### src/rtl/sram_bus_ctrl.sv
// Single-port synchronous SRAM behind a small access FSM: optional read-data inversion,
// one-cycle output drive window, and a programmable bus-turnaround gap before the next request.
module sram_bus_ctrl #(
  parameter int DATA_W      = 8,
  parameter int ADDR_W      = 8,
  parameter int DEPTH       = 256,
  parameter int TURN_CYCLES = 1
) (
  input  logic              clk,
  input  logic              rst_n,
  input  logic              cs_n,
  input  logic              we_n,
  input  logic [ADDR_W-1:0] addr,
  input  logic [DATA_W-1:0] din,
  input  logic              inv,
  output logic [DATA_W-1:0] dout,
  output logic              dout_oe,
  output logic              dout_valid,
  output logic              busy,
  output logic              err
);

  typedef enum logic [2:0] {IDLE, WRITE, READ, DRIVE, TURN} state_t;

  localparam logic [ADDR_W:0] DEPTH_L   = (ADDR_W+1)'(DEPTH);
  localparam logic [1:0]      TURN_LAST = (TURN_CYCLES > 0) ? 2'(TURN_CYCLES - 1) : 2'd0;

  state_t            state;
  state_t            state_next;
  logic [DATA_W-1:0] mem [DEPTH];
  logic [ADDR_W-1:0] addr_q;
  logic              inv_q;
  logic              oor_q;
  logic [1:0]        turn_cnt;
  logic              accept;
  logic              oor;

  // busy and the drive strobes come straight from the state register, so reset clears them at once
  assign busy       = (state != IDLE);
  assign accept     = !cs_n && !busy;
  assign oor        = ({1'b0, addr} >= DEPTH_L);
  assign dout_oe    = (state == DRIVE);
  assign dout_valid = (state == DRIVE);

  always_comb begin
    state_next = state;
    case (state)
      IDLE:    if (accept) state_next = we_n ? READ : WRITE;
      WRITE:   state_next = IDLE;
      READ:    state_next = DRIVE;
      DRIVE:   state_next = (TURN_CYCLES > 0) ? TURN : IDLE;
      TURN:    if (turn_cnt == 2'd0) state_next = IDLE;
      default: state_next = IDLE;
    endcase
  end

  always_ff @(posedge clk or negedge rst_n) begin
    if (!rst_n) state <= IDLE;
    else        state <= state_next;
  end

  always_ff @(posedge clk or negedge rst_n) begin
    if (!rst_n) begin
      addr_q   <= '0;
      inv_q    <= 1'b0;
      oor_q    <= 1'b0;
      dout     <= '0;
      err      <= 1'b0;
      turn_cnt <= 2'd0;
    end else begin
      err <= accept && oor;
      if (accept) begin
        addr_q <= addr;
        inv_q  <= inv;
        oor_q  <= oor;
      end
      // out-of-range reads return zero without inversion
      if (state == READ)
        dout <= oor_q ? '0 : (mem[addr_q] ^ {DATA_W{inv_q}});
      if (state == DRIVE)
        turn_cnt <= TURN_LAST;
      else if (state == TURN && turn_cnt != 2'd0)
        turn_cnt <= turn_cnt - 2'd1;
    end
  end

  // Array is deliberately not reset; writes commit at the accept edge
  always_ff @(posedge clk) begin
    if (accept && !we_n && !oor)
      mem[addr] <= din;
  end

endmodule

### config.mk
export PLATFORM = sky130hd
export DESIGN_NAME = sram_bus_ctrl
export DESIGN_NICKNAME = d
export VERILOG_FILES = /design/src/rtl/sram_bus_ctrl.sv
export SDC_FILE = /design/constraint.sdc
export NUM_CORES = 2
export LEC_CHECK = 0
export ABC_CLOCK_PERIOD_IN_PS = 2800
export CAP_MARGIN = 20
export CORE_MARGIN = 5
export CORE_UTILIZATION = 52
export CTS_BUF_LIST = sky130_fd_sc_hd__clkbuf_16
export DETAILED_ROUTE_END_ITERATION = 8
export GPL_TIMING_DRIVEN = 1
export PLACE_DENSITY = 0.69
export SETUP_SLACK_MARGIN = 0.15
export SLEW_MARGIN = 5
export SYNTH_ARGS = -nofsm -noshare
export SYNTH_HDL_FRONTEND = slang
export SYNTH_SLANG_ARGS = --single-unit
### constraint.sdc
create_clock -name clk -period 2.8 [get_ports clk]
set_input_delay 0.84 -clock clk [delete_from_list [all_inputs] [get_ports clk]]
set_output_delay 0.84 -clock clk [all_outputs]
set_load 0.01 [all_outputs]
==> summary.md <==
| Metric | Value |
|---|---|
| Total power draw | 93.3 mW |
| DIE AREA | between 150000 and 200000 um^2 |
| Slowest stage delay, CP | between 0.4 and 0.5 ns |
| Top-level port count | 33 |
| Number of flops mapped to enable cells by yosys | roughly 2000 |
| Register Area | 62100 um^2 |
| Largest net degree at the start of global routing | just under 100 |
| Final hold violation count | 0 |
| Initial core utilization | approximately 52% |
| GP Congestion | 0.994 |
| Peak VDD IR | 913 uV |
| Vias | 45500 |
| Fmax | about 320 MHz |
| Leakage power | 33.2 nW |
| Crit Path Category | register to register |
| Fin crit share | 112% |
| Hold path start | din[5] |
| Synth Area in Compound Gates | 3.91% |
| Final net count | slightly below 5000 |
| CTS Hold Bufs | 0 |
| Worst Max-Slew Pin Slew | a little under 0.8 ns |
| Routed Antenna Nets | 0 |
| WHS | roughly 0.35 ns |
| Final setup viols | 8 |
| Drt pass-1 iters | 8 |
| Critical path required time | 3.50 ns |
| Root buffer cell | clkbuf_16 |
| Unrepaired setup endpoints after global routing | yes |
| Row Count | ~150 |
| Number of buffers and inverters on the critical path | 4 |
| Worst hold path endpoint | mem[239][5] |
| Slowest cell on crit path | mux4_2 |
| Arrival time at the worst endpoint | about 3.8 ns |
| Layout cells sized above 1 | 33.3% |
| Reg2Reg Setup Slack | -0.33 ns |
| CTS clk-pin slew, worst paths | approximately 0.060 ns |
| Max-slew violation total from the final report | 0 |
| Most used DFF post-synth | edfxtp_1 |
| Area of the multi-input gates | between 15000 and 20000 um^2 |
| Worst Hold Class | input port to register |
| Placed Cells | a little under 7000 |
| Routed WL per cell | about 32 um |
| Setup Skew | ~0.022 ns |
| Worst setup SP type | register |
| PortBufs | 31 |
| Status | complete, but fails checks |
| Core Util, Final | 62.8% |
| Core box area | between 150000 and 200000 um^2 |
| PD cells | 954 nW/um^2 |
| Post-Route WL | between 200000 and 250000 um |
| Area contributors post-synth | edfxtp_1 (76%), mux4_2 (10%), mux2i_1 (3.4%), nor2_1 (1.5%), o221ai_1 (1.1%) |
| Fill cells | between 10000 and 15000 |
| Mux share of post-synthesis cell area | between 10% and 20% |
| Cell Chain, Critical Path | buf_12, buf_12, buf_6, mux4_2, mux4_2, nor2b_4, nor4b_4, buf_4, nor4_4, xnor2_1, o21ai_1 |
| Worst hold path stage count | 1 |
| Failing checks | setup timing |
| Initial antenna violation count | 7 |
| Post-synthesis xor/xnor area fraction | 0.0431% |
| Final worst slack | -0.331 ns |
| CTS HTree Levels | 4 |
| Mapped Nets | around 4100 |
| Vias per Instance | approximately 6.4 |
| Finished Layout Cells | 7164 |
| Synth async-reset ratio | about 1.1% |
| Largest family of logic cells by synthesized area | multiplexers |
| GRT overflow | 0 |
| Die height | 405 um |
| Max cap viols | 0 |
| Clk sinks | between 2000 and 2500 |
| Yosys warns | 0 |
| Area Growth Syn to Fin | 20.4% |
| Yosys reg bits | about 2100 |
| CP max FO | 9 |
| Global-route wire length before repair | 324000 um |
| Clock buffer depth | 3 |
| Mapped cell area | around 80000 um^2 |
| Min cycle time layout | ~3.1 ns |
| CTS tree | done |
| DRC violations left | 0 |
| Worst skew pair latency | approximately 0.82 ns |
| Post-Synth Adder-Cell Area | less than 1% |
| Reg2reg end | dout[0] |
| Synth area leader | edfxtp_1 |
| Final HPWL DP | between 150000 and 200000 um |
| Post-Syn Area per Cell | about 20 um^2 |
| Post-Synth Simple-Gate Area | approximately 3.0% |
| Cells after Synth | 4030 |
| Worst reg2reg path startpoint | addr_q[0] |
| Sequential share of the synthesized area | between 70% and 80% |
| Tot GR Track Use | between 20% and 30% |
| CTS buffer count | 197 |
| Die Width | between 400 and 500 um |
| Reg2reg path depth | 11 |
| CP endpoint kind | register |
| Synth unique cells | 71 |
| Max_slew headroom | 48.4% |
| Iteration-0 DRC Markers | between 6000 and 7000 |
| Cell family with most CP delay | multiplexers |
| Vias in the first global route | 45400 |
| Yosys top cell area share | between 70% and 80% |
layout make-up:
type,instances,share of cell area [%]
Antenna cell,5,0.0128
Clock buffer,199,5.09
Clock inverter,162,1.37
Inverter,11,0.0447
Multi-Input combinational cell,1710,18.4
Sequential cell,2070,63.4
Tap cell,2058,2.63
Timing Repair Buffer,949,9.00
flip-flops by register name, indices dropped and copies added (netlist names):
register  cells
mem        2048
state         3
inv_q         1
dout          8
turn_cnt      2
addr_q        8
how the worst max path moves through the flow:
stage / slack (ns) / cells past startpoint / from / endpoint
6_report: -0.33 / 11 / addr_q[0] / dout[0]
5_1_grt: -0.42 / 11 / addr_q[0] / dout[0]
4_1_cts: -0.28 / 11 / addr_q[0] / dout[3]
3_5_place_dp: -0.85 / 13 / addr_q[0] / dout[0]
3_3_place_gp: -0.79 / 13 / addr_q[0] / dout[0]
2_1_floorplan: 0.20 / 5 / cs_n / mem[220][0]
through the flow:
stage | worst slack, ns | cell area [um^2] | TNS [ns]
after floorplan | 0.196 | 81300 | 0
after global placement | -0.791 | 90600 | -205.39
after detailed placement | -0.846 | 90600 | -270.41
after CTS | -0.278 | 97500 | -2.28
after global routing | -0.425 | 97900 | -2.65
final | -0.331 | 97900 | -2.00
repair_timing:
action                     CTS  global route
gates cloned                 4             2
pin swaps                   14            23
setup buffers               13             7
gates resized for setup     85            78
setup endpoints to repair   19            16
cell usage after synthesis, types with 5 or more instances:
cell type	n
mux4_1	24
buf_1	12
a22oi_1	17
nand3_1	23
o21ai_0	30
o21ai_1	10
nand2b_1	10
a2111oi_0	7
and2_1	6
dfrtp_1	22
nor4_1	5
a21oi_1	98
o221ai_1	104
a211oi_1	22
o22ai_1	80
a22o_1	5
clkbuf_1	98
mux4_2	369
and3_1	11
a221oi_1	10
mux2_2	11
o2111ai_1	8
mux2i_1	276
buf_4	24
buf_2	38
nand2_1	137
inv_1	10
a31oi_1	8
edfxtp_1	2048
nand4_1	5
nor2b_1	18
nor3_1	22
buf_12	11
o211ai_1	7
o2bb2ai_1	8
buf_8	14
buf_6	39
nor2_1	315
cells by family (layout without fill, tap and decap cells):
| group | after synthesis | after routing |
|---|---|---|
| AOI/OAI and AO/OA | 449 | 449 |
| xor gates and xnor gates | 4 | 4 |
| adders and majority gates | 1 | 1 |
| buffers and inverters | 250 | 1321 |
| DFF | 2070 | 2070 |
| muxes | 680 | 680 |
| other | 1 | 6 |
| and+or+nand+nor | 575 | 575 |
per-layer routing:
metal / share of wire (%) / vias to the layer above / track usage [%]
li1: - / 18600 / -
met1: 37 / 23500 / 38.1
met2: 46 / 2953 / 42.5
met3: 12 / 524 / 7.28
met4: 5.0 / 6 / 12.0
met5: 0.11 / - / 0
placed cells by master, fill, tap and decap left out, types with 18 or more instances in the layout:
master	instances
buf_4	786
mux4_2	370
clkinv_1	44
o21ai_0	27
nor2_1	308
nor3_1	18
inv_1	49
edfxtp_1	2048
mux2i_1	272
bufinv_16	20
buf_6	20
mux4_1	23
o221ai_1	91
clkbuf_16	201
clkinv_2	32
nand3_1	19
buf_12	100
o22ai_1	73
nand2_1	136
a21oi_1	91
where the power goes:
| group | internal, mW | switching, mW |
|---|---|---|
| logic | 14.8 | 17.8 |
| clock network | 14.8 | 11.3 |
| registers | 34.2 | 0.447 |
| total | 63.7 | 29.6 |
Note: power is estimated with default switching activity, not from simulation.
